## src/rtl/triangle_monitor_if.sv

```systemverilog
// Carrier-monitor bundle: sample stream in, turnaround/period/lock status out.
// Latency: wires only; all timing lives in the monitor.
// Backpressure: none; en qualifies samples and the monitor never stalls the source.
interface triangle_monitor_if #(
    parameter int WIDTH    = 12,
    parameter int PERIOD_W = 16
);
    logic                en;
    logic                clr;
    logic [WIDTH-1:0]    sample;
    logic                dir;
    logic [WIDTH-1:0]    peak;
    logic [WIDTH-1:0]    valley;
    logic                peak_stb;
    logic                valley_stb;
    logic [PERIOD_W-1:0] period;
    logic                period_valid;
    logic                locked;
    logic                slope_err;
    logic [7:0]          err_cnt;

    // Carrier source / test side
    modport master (
        output en, clr, sample,
        input  dir, peak, valley, peak_stb, valley_stb,
        input  period, period_valid, locked, slope_err, err_cnt
    );

    // Monitor side
    modport slave (
        input  en, clr, sample,
        output dir, peak, valley, peak_stb, valley_stb,
        output period, period_valid, locked, slope_err, err_cnt
    );
endinterface

```

## src/rtl/triangle_monitor.sv

```systemverilog
// Checks a triangular carrier: tracks slope, reports peak/valley, period, lock and slope errors.
// Latency: all outputs registered; an extremum is reported one clk after the sample that follows it.
// Backpressure: none; every clk with en=1 consumes a sample, en=0 freezes all state.
module triangle_monitor #(
    parameter int WIDTH    = 12,
    parameter int STEP     = 2,
    parameter int PERIOD_W = 16
) (
    input  logic clk,
    input  logic rst_n,
    triangle_monitor_if.slave mon
);

    typedef enum logic [1:0] {
        S_IDLE    = 2'd0,
        S_ACQ     = 2'd1,
        S_RISING  = 2'd2,
        S_FALLING = 2'd3
    } state_t;

    // Legal deltas modulo 2^WIDTH; a falling step is the two's-complement of STEP.
    localparam logic [WIDTH-1:0] STEP_UP = WIDTH'(STEP);
    localparam logic [WIDTH-1:0] STEP_DN = WIDTH'((1 << WIDTH) - STEP);

    state_t              state_q, state_d;
    logic [WIDTH-1:0]    prev_q, prev_d;
    logic [PERIOD_W-1:0] cnt_q, cnt_d;
    logic                seen_valley_q, seen_valley_d;
    logic                dir_q, dir_d;
    logic [WIDTH-1:0]    peak_q, peak_d;
    logic [WIDTH-1:0]    valley_q, valley_d;
    logic                peak_stb_q, peak_stb_d;
    logic                valley_stb_q, valley_stb_d;
    logic [PERIOD_W-1:0] period_q, period_d;
    logic                period_valid_q, period_valid_d;
    logic                locked_q, locked_d;
    logic                slope_err_q, slope_err_d;
    logic [7:0]          err_cnt_q, err_cnt_d;

    logic [WIDTH-1:0]    delta;
    logic                up, down, viol;

    // Wrap-around through zero is legal, so the difference is taken modulo 2^WIDTH.
    assign delta = mon.sample - prev_q;
    assign up    = (delta == STEP_UP);
    assign down  = (delta == STEP_DN);
    assign viol  = !(up || down);

    // State register
    always_ff @(posedge clk or negedge rst_n) begin
        if (!rst_n) begin
            state_q <= S_IDLE;
        end else begin
            state_q <= state_d;
        end
    end

    // Next-state: slope direction tracking, any illegal delta falls back to ACQ
    always_comb begin
        state_d = state_q;
        if (mon.en) begin
            case (state_q)
                S_IDLE:    state_d = S_ACQ;
                S_ACQ:     state_d = up ? S_RISING  : (down ? S_FALLING : S_ACQ);
                S_RISING:  state_d = up ? S_RISING  : (down ? S_FALLING : S_ACQ);
                S_FALLING: state_d = down ? S_FALLING : (up ? S_RISING : S_ACQ);
                default:   state_d = S_IDLE;
            endcase
        end
    end

    // Outputs and datapath next values; the error path overrides the valley path on cnt/lock
    always_comb begin
        prev_d         = prev_q;
        cnt_d          = cnt_q;
        seen_valley_d  = seen_valley_q;
        dir_d          = dir_q;
        peak_d         = peak_q;
        valley_d       = valley_q;
        period_d       = period_q;
        locked_d       = locked_q;
        slope_err_d    = slope_err_q;
        err_cnt_d      = err_cnt_q;
        peak_stb_d     = 1'b0;
        valley_stb_d   = 1'b0;
        period_valid_d = 1'b0;

        if (mon.en) begin
            prev_d = mon.sample;
            cnt_d  = (cnt_q == '1) ? cnt_q : cnt_q + PERIOD_W'(1);
            dir_d  = (state_d == S_RISING);

            if (state_q == S_RISING && down) begin
                peak_d     = prev_q;
                peak_stb_d = 1'b1;
            end

            if (state_q == S_FALLING && up) begin
                valley_d     = prev_q;
                valley_stb_d = 1'b1;
                // A period needs two valleys since the last error/reset.
                if (seen_valley_q) begin
                    period_d       = cnt_q;
                    period_valid_d = 1'b1;
                    locked_d       = 1'b1;
                end
                cnt_d         = PERIOD_W'(1);
                seen_valley_d = 1'b1;
            end

            if (state_q != S_IDLE && viol) begin
                slope_err_d   = 1'b1;
                err_cnt_d     = (err_cnt_q == 8'hFF) ? err_cnt_q : err_cnt_q + 8'd1;
                locked_d      = 1'b0;
                seen_valley_d = 1'b0;
                cnt_d         = '0;
            end
        end

        // Clear wins over a same-cycle violation; FSM and lock are unaffected.
        if (mon.clr) begin
            slope_err_d = 1'b0;
            err_cnt_d   = 8'd0;
        end
    end

    // Datapath and output registers
    always_ff @(posedge clk or negedge rst_n) begin
        if (!rst_n) begin
            prev_q         <= '0;
            cnt_q          <= '0;
            seen_valley_q  <= 1'b0;
            dir_q          <= 1'b0;
            peak_q         <= '0;
            valley_q       <= '0;
            peak_stb_q     <= 1'b0;
            valley_stb_q   <= 1'b0;
            period_q       <= '0;
            period_valid_q <= 1'b0;
            locked_q       <= 1'b0;
            slope_err_q    <= 1'b0;
            err_cnt_q      <= 8'd0;
        end else begin
            prev_q         <= prev_d;
            cnt_q          <= cnt_d;
            seen_valley_q  <= seen_valley_d;
            dir_q          <= dir_d;
            peak_q         <= peak_d;
            valley_q       <= valley_d;
            peak_stb_q     <= peak_stb_d;
            valley_stb_q   <= valley_stb_d;
            period_q       <= period_d;
            period_valid_q <= period_valid_d;
            locked_q       <= locked_d;
            slope_err_q    <= slope_err_d;
            err_cnt_q      <= err_cnt_d;
        end
    end

    assign mon.dir          = dir_q;
    assign mon.peak         = peak_q;
    assign mon.valley       = valley_q;
    assign mon.peak_stb     = peak_stb_q;
    assign mon.valley_stb   = valley_stb_q;
    assign mon.period       = period_q;
    assign mon.period_valid = period_valid_q;
    assign mon.locked       = locked_q;
    assign mon.slope_err    = slope_err_q;
    assign mon.err_cnt      = err_cnt_q;

endmodule
```

## src/flat_wrapper.sv

```systemverilog
// flat-port wrapper written by rule: the top's interface ports become plain ports
module triangle_monitor_flat 
#(
    parameter int WIDTH    = 12,
    parameter int STEP     = 2,
    parameter int PERIOD_W = 16
)
  (clk, rst_n, mon_en, mon_clr, mon_sample, mon_dir, mon_peak, mon_valley, mon_peak_stb, mon_valley_stb, mon_period, mon_period_valid, mon_locked, mon_slope_err, mon_err_cnt);
  triangle_monitor_if #(.WIDTH(WIDTH), .PERIOD_W(PERIOD_W)) mon_i ();
  input  logic clk;
  input  logic rst_n;
  input wire logic [$bits(mon_i.en)-1:0] mon_en;
  input wire logic [$bits(mon_i.clr)-1:0] mon_clr;
  input wire logic [$bits(mon_i.sample)-1:0] mon_sample;
  output wire logic [$bits(mon_i.dir)-1:0] mon_dir;
  output wire logic [$bits(mon_i.peak)-1:0] mon_peak;
  output wire logic [$bits(mon_i.valley)-1:0] mon_valley;
  output wire logic [$bits(mon_i.peak_stb)-1:0] mon_peak_stb;
  output wire logic [$bits(mon_i.valley_stb)-1:0] mon_valley_stb;
  output wire logic [$bits(mon_i.period)-1:0] mon_period;
  output wire logic [$bits(mon_i.period_valid)-1:0] mon_period_valid;
  output wire logic [$bits(mon_i.locked)-1:0] mon_locked;
  output wire logic [$bits(mon_i.slope_err)-1:0] mon_slope_err;
  output wire logic [$bits(mon_i.err_cnt)-1:0] mon_err_cnt;
  assign mon_i.en = mon_en;
  assign mon_i.clr = mon_clr;
  assign mon_i.sample = mon_sample;
  assign mon_dir = mon_i.dir;
  assign mon_peak = mon_i.peak;
  assign mon_valley = mon_i.valley;
  assign mon_peak_stb = mon_i.peak_stb;
  assign mon_valley_stb = mon_i.valley_stb;
  assign mon_period = mon_i.period;
  assign mon_period_valid = mon_i.period_valid;
  assign mon_locked = mon_i.locked;
  assign mon_slope_err = mon_i.slope_err;
  assign mon_err_cnt = mon_i.err_cnt;
  triangle_monitor #(.WIDTH(WIDTH), .STEP(STEP), .PERIOD_W(PERIOD_W)) u_core (.clk(clk), .rst_n(rst_n), .mon(mon_i));
endmodule
```

## config.mk

```make
export PLATFORM = sky130hd
export DESIGN_NAME = triangle_monitor_flat
export DESIGN_NICKNAME = d
export VERILOG_FILES = /design/src/rtl/triangle_monitor_if.sv /design/src/rtl/triangle_monitor.sv /design/src/flat_wrapper.sv
export SDC_FILE = /design/constraint.sdc
export NUM_CORES = 1
export LEC_CHECK = 0
export BUFFER_PORTS_ARGS = -buffer_cell sky130_fd_sc_hd__buf_4
export CAP_MARGIN = 20
export CELL_PAD_IN_SITES_DETAIL_PLACEMENT = 0
export CELL_PAD_IN_SITES_GLOBAL_PLACEMENT = 1
export CORE_MARGIN = 1
export CORE_UTILIZATION = 40
export CTS_CLUSTER_DIAMETER = 50
export DETAILED_ROUTE_END_ITERATION = 6
export HOLD_SLACK_MARGIN = 0.03
export PLACE_DENSITY = 0.84
export SLEW_MARGIN = 40
export SYNTH_ARGS = -nofsm -noshare
export SYNTH_HDL_FRONTEND = slang
export SYNTH_SLANG_ARGS = --single-unit
```

## constraint.sdc

```tcl
create_clock -name clk -period 7 [get_ports clk]
set_clock_uncertainty 0.15 [all_clocks]
set_input_delay 0.7 -clock clk [delete_from_list [all_inputs] [get_ports clk]]
set_output_delay 0.7 -clock clk [all_outputs]
set_load 0.02 [all_outputs]
```

======== After elaboration in Yosys (flattened, before gate mapping) ========
Cells that the tools add are included.
storage, ports and cells
  register bits after elaboration ......... 85
  memories ................................ 0
  latch bits .............................. 0
  word-level logic and storage cells ...... 75
  ROM bits ................................ 0
  RAM bits ................................ 0
operators by class
  add/subtract/negate cells ............... 3
  magnitude comparators ................... 0
  muxes and demuxes ....................... 28
  bitwise logic cells ..................... 0
  multipliers ............................. 0
  eq/ne operators ......................... 10
  reductions and logical operators ........ 20
  div/mod/pow operators ................... 0
  shift-type cells ........................ 0
operators with widths
  cell                                                               number
  16-bit two-way mux                                                 3
  8-bit two-way mux                                                  4
  16-bit by 1-bit adder with 16-bit output (second input constant)   1
  16-bit == test (second input constant)                             1
  1-bit two-way mux                                                  15
  12-bit == test (second input constant)                             1
  12-bit by 2-bit == test with 1-bit output (second input constant)  1
  12-bit subtractor                                                  1
  2-bit two-way mux                                                  5
  2-bit AND reduction                                                5
  2-bit nonzero test                                                 5
  3-bit AND reduction                                                3
  8-bit by 1-bit adder with 8-bit output (second input constant)     1
  8-bit == test (second input constant)                              1
  2-bit == test (second input constant)                              3
  2-bit one-hot mux with 3 select lines                              1
  1-bit logical AND                                                  3
  3-bit inequality test (second input constant)                      1
  2-bit by 1-bit == test with 1-bit output (second input constant)   1
  2-bit logical NOT                                                  1
  2-bit inequality test (second input constant)                      1
  2-bit OR reduction                                                 1
  1-bit logical NOT                                                  1
  1-bit logical OR                                                   1

======== Depth between registers and ports, before layout ========
  word-level depth ........................ 8
  mapped depth ............................ 13
  depth with buffers taken out ............ 11

======== Worst setup path after synthesis ========
Ideal clock, no wire load.
  kind .................................... input port to flip-flop
  start ................................... in mon_sample[1]
  end ..................................... reg u_core.period_q[10], in the netlist u_core.mon.period[10]
  stages on the path ...................... 11
  library setup time ...................... 125 ps
  data arrival time ....................... 3261 ps
  path buffers ............................ 2
  setup slack ............................. 3464 ps
  cell sequence ........................... ha_1 nor2b_1 o31a_1 o211ai_1 a31oi_1 a2111oi_1 and4_1 and3_1 buf_4 buf_6 mux2_2
on the way
  cells in the longest elaborated chain, start to end .. 4
ends and longest elaborated chain
  item                                       RTL line                 RTL
  from (decl)                                flat_wrapper.sv:14       input wire logic [$bits(mon_i.sample)-1:0] mon_sample;
  12-bit subtractor                          triangle_monitor.sv:44   assign delta = mon.sample - prev_q;
  12-bit by 2-bit == test with 1-bit output  triangle_monitor.sv:45   assign up = (delta == STEP_UP);
  1-bit logical AND                          triangle_monitor.sv:98   if (state_q == S_FALLING && up) begin
  3-bit AND reduction (no source line)       -
  to (signal assigned)                       triangle_monitor.sv:152  period_q <= period_d;
  to (decl)                                  triangle_monitor.sv:34   logic [PERIOD_W-1:0] period_q, period_d;
No other way between the ends.
A chain may end at the register's enable or synchronous reset.

======== Worst setup path in the final report ========
  start ................................... in mon_sample[1]
  end ..................................... reg u_core.cnt_q[0]
on the way
  cells in the longest elaborated chain, start to end .. 7
  elaborated cells between the ends (all ways) .. 11
  those cells by class .................... 1 x add/sub; 3 x eq/ne; 2 x mux; 5 x reduce/logical
ends and longest elaborated chain
  item                                                                                RTL line                                        RTL
  12-bit subtractor *                                                                 triangle_monitor.sv:44
  12-bit by 2-bit == test with 1-bit output / 12-bit == test (equally long branches)  triangle_monitor.sv:45, triangle_monitor.sv:46
  1-bit logical OR                                                                    triangle_monitor.sv:47                          assign viol = !(up || down);
  1-bit logical NOT                                                                   triangle_monitor.sv:47
  1-bit logical AND                                                                   triangle_monitor.sv:111                         if (state_q != S_IDLE && viol) begin
  3-bit inequality test (no source line)                                              -
  2-bit AND reduction (no source line)                                                -
  to (signal assigned)                                                                triangle_monitor.sv:145                         cnt_q <= cnt_d;
  to (decl)                                                                           triangle_monitor.sv:27                          logic [PERIOD_W-1:0] cnt_q, cnt_d;
Every way passes the cells marked *; elsewhere a longest branch is shown, timed or not.

==> impl_metrics.yaml <==
run_status:
  status: "completed"
layout:
  stdcell_area_um2: 5165
  antenna_cells: 0
  post-route-util: 0.4959
  multiInputGateArea_um2: 2053
  fin_cells: 630
  synthToLayoutAreaGrowth_pct: 19.10
  drive_gt1_frac: 0.2591
  nFillCells: 983
  nNetsFinal: 522
  ff_latch_area_um2: 2127
cts:
  postCtsSetupBuffers: 0
  cts.sinks: 85
  clkLatencyLatePin_ns: 0.36
  cts.clk_slew.worst_paths_ns: 0.08
  cts_tree: "done"
  cts_hold_buf: 0
  post_cts_resized: 0
  clockRootBuffer: "clkbuf_8"
  clk_path_buf_depth: 2
  numCtsBuffers: 9
  htreeDepth: 3
placed_design:
  dp_cells: 615
  port_buffers: 69
  placed_area_um2: 4969
  gp_congestion: 0.7775
  dpl.hpwl_um: 6587
sta:
  drv_slew: 0
  worstMarginPinSlew_ns: 0.7801
  hold_viol_final: 0
  fin_crit_sh: 0.5617
  setup_tns_ns: 0
  slew-limit-headroom: 0.4794
  period_needed_ns: 3.932
  setup_viol: 0
  rsz0062_at_grt: "no"
  fmax_ghz: 0.2543
synthesis:
  syn-instance-count: 425
  synth_nets: 457
  synthDistinctLibCells: 58
  syn-cell-area_um2: 4337
  synth_warnings: 0
  ys_seq_area_frac: 0.4905
  ys_seq_elements: 85
  synth-edff-count: 0
  synthArstFlopShare: 1.000
  avgSynthCellArea_um2: 10.20
  synthFlopType: "dfrtp_1"
die:
  num_rows: 37
  fp.coreArea_um2: 10420
  start_util: 0.4163
  die_h_um: 106.1
  pin_count: 70
  fp.dieArea_um2: 11260
  dieWidth_um: 106.1
critical_path:
  cp-end-kind: "flop"
  critPathLaunch: "mon_sample[1]"
  critical_path.cell_chain: "buf_4 -> ha_1 -> nor2b_1 -> o31ai_1 -> o2111ai_1 -> a21boi_0 -> a2111oi_1 -> nand3_2 -> a211oi_4 -> nor2_1 -> mux2_4"
  cpMaxStageDelayCell: "a211oi_4"
  max_stage_delay_ns: 0.70
  cp.arrival_ns: 4.03
  cp_max_fo: 21
  crit_type: "primary input to flop"
  setup.worst_path.start_class: "primary input"
  r2r_start: "u_core.prev_q[1]$_DFFE_PN0P_"
  required_ns: 7.10
run:
  maxCapViolCount: 0
power:
  power_leakage_uw: 0.002494
  power.density_nw_per_um2: 197.8
  irDropWorstVdd_mv: 0.1029
grt:
  grt_max_degree: 86
  grtUsageTotal: 0.1791
  grt_overflow: 0
  antenna_found_initial: 0
  grt_pass1_wl_um: 15840
  grt_pass1_vias: 3279
route:
  dr.first_iter.drc_count: 148
  routed_via_density: 5.405
  antenna_left: 0
  drc: 0
  drtPass1Iterations: 4
  wl_per_cell_um: 15.03
  vias: 3405
  routed_wl_um: 9470
min_path:
  worstHoldPathType: "primary input to asynchronous set/reset pin"
==> where the power goes <==
group	switching (uW)	total, uW	internal, uW
registers	9.99	512	502
logic	100	161	61.3
clock network	165	348	183
total	275	1020	747
==> metal layers <==
layer | routed length (um) | vias to the layer above | GRT usage
met5 | 0 | - | 0
met4 | 135 | 0 | 0.05655
met3 | 440 | 10 | 0.05212
met2 | 4391 | 66 | 0.2774
met1 | 4503 | 1665 | 0.2413
li1 | - | 1664 | -
==> synth_stat cells (all sizes together), types with 2 or more instances <==
master,n,area [um^2]
a211o,2,17.52
a211oi,2,20.02
a21boi,2,15.02
a21o,2,15.01
a21oi,24,123.9
a31o,2,17.52
a31oi,3,18.77
a41oi,2,17.52
and2,2,12.51
and3,13,81.33
and4,3,26.28
buf,6,43.79
clkbuf,10,37.54
dfrtp,85,2127
ha,16,200.2
inv,22,82.58
mux2,35,397.9
mux2i,2,20.02
nand2,43,161.4
nand3,9,55.05
nand4,9,56.30
nor2,24,90.09
nor2b,3,18.77
nor3,13,65.06
o211ai,2,15.01
o21a,5,37.54
o21ai,43,215.2
o31ai,3,22.52
or3,14,87.58
or4,2,15.01
xnor2,2,17.52
xor2,3,26.28
==> path summary, 6_finish.rpt <==
check / slack [ns] / to / cells past startpoint
worst max-delay path: 3.07 / u_core.cnt_q[0]$_DFFE_PN0P_ / 11
worst min-delay path: 0.19 / u_core.mon.valley[2]$_DFFE_PN0P_ / 1
worst max register to register: 3.10 / u_core.cnt_q[0]$_DFFE_PN0P_ / 11
worst min register to register: 0.34 / u_core.mon.valley[5]$_DFFE_PN0P_ / 2
max in group asynchronous: 5.98 / u_core.mon.err_cnt[7]$_DFFE_PN0P_ / 1
min in group clk: 0.34 / u_core.mon.valley[5]$_DFFE_PN0P_ / 2
==> area by class of cell <==
cell class	count	area share
clock buffers	14	0.03149
clock inverters	1	0.005814
inverters	23	0.01672
multi-input cells	301	0.3975
flip-flops and latches	85	0.4118
well taps	136	0.03295
repair buffers	70	0.1037
==> cells in the final DEF, fill, tap and decap left out, types with 9 or more instances in the layout <==
master	count
buf_4	68
nand2_1	43
clkbuf_8	12
o21ai_0	43
a21oi_1	23
ha_1	16
nor2_1	23
inv_1	22
and3_1	12
nor3_1	13
or3_1	14
mux2_2	33
nand4_1	9
dfrtp_1	85
==> through the flow <==
| step | power [uW] | hold WS [ns] | setup WS [ns] |
|---|---|---|---|
| after floorplan | 633.9 | 0.2544 | 3.464 |
| after global placement | 677.5 | 0.3155 | 2.509 |
| after detailed placement | 683.1 | 0.3252 | 2.579 |
| after CTS | 1033 | 0.2738 | 2.970 |
| after global routing | 1076 | 0.2748 | 2.774 |
| final | 1021 | 0.1865 | 3.068 |
==> worst max-delay path, delay by kind of cell <==
| kind | cells | cell delay [ns] |
|---|---|---|
| and+or+nand+nor | 3 | 0.65 |
| buffers and inverters | 1 | 0.12 |
| AOI/OAI and AO/OA | 5 | 1.96 |
| muxes | 1 | 0.32 |
| adders and majority gates | 1 | 0.29 |
==> registers in the layout, summed over array words and instances, names as in the netlist, 2 cells and up <==
name and flops:
u_core.prev_q 12, u_core.mon.period 16, u_core.state_q 2, u_core.mon.valley 12, u_core.mon.err_cnt 8, u_core.cnt_q 16
u_core.mon.peak 12
==> cells by family after synthesis <==
kind of cell	after synthesis	synth area share
AOI/OAI and AO/OA	102	0.1535
xor gates and xnor gates	5	0.01010
adders and majority gates	16	0.04616
buffers and inverters	39	0.03866
DFF	85	0.4905
muxes	37	0.09636
and+or+nand+nor	141	0.1647
Power figures use the tool's default switching activity.
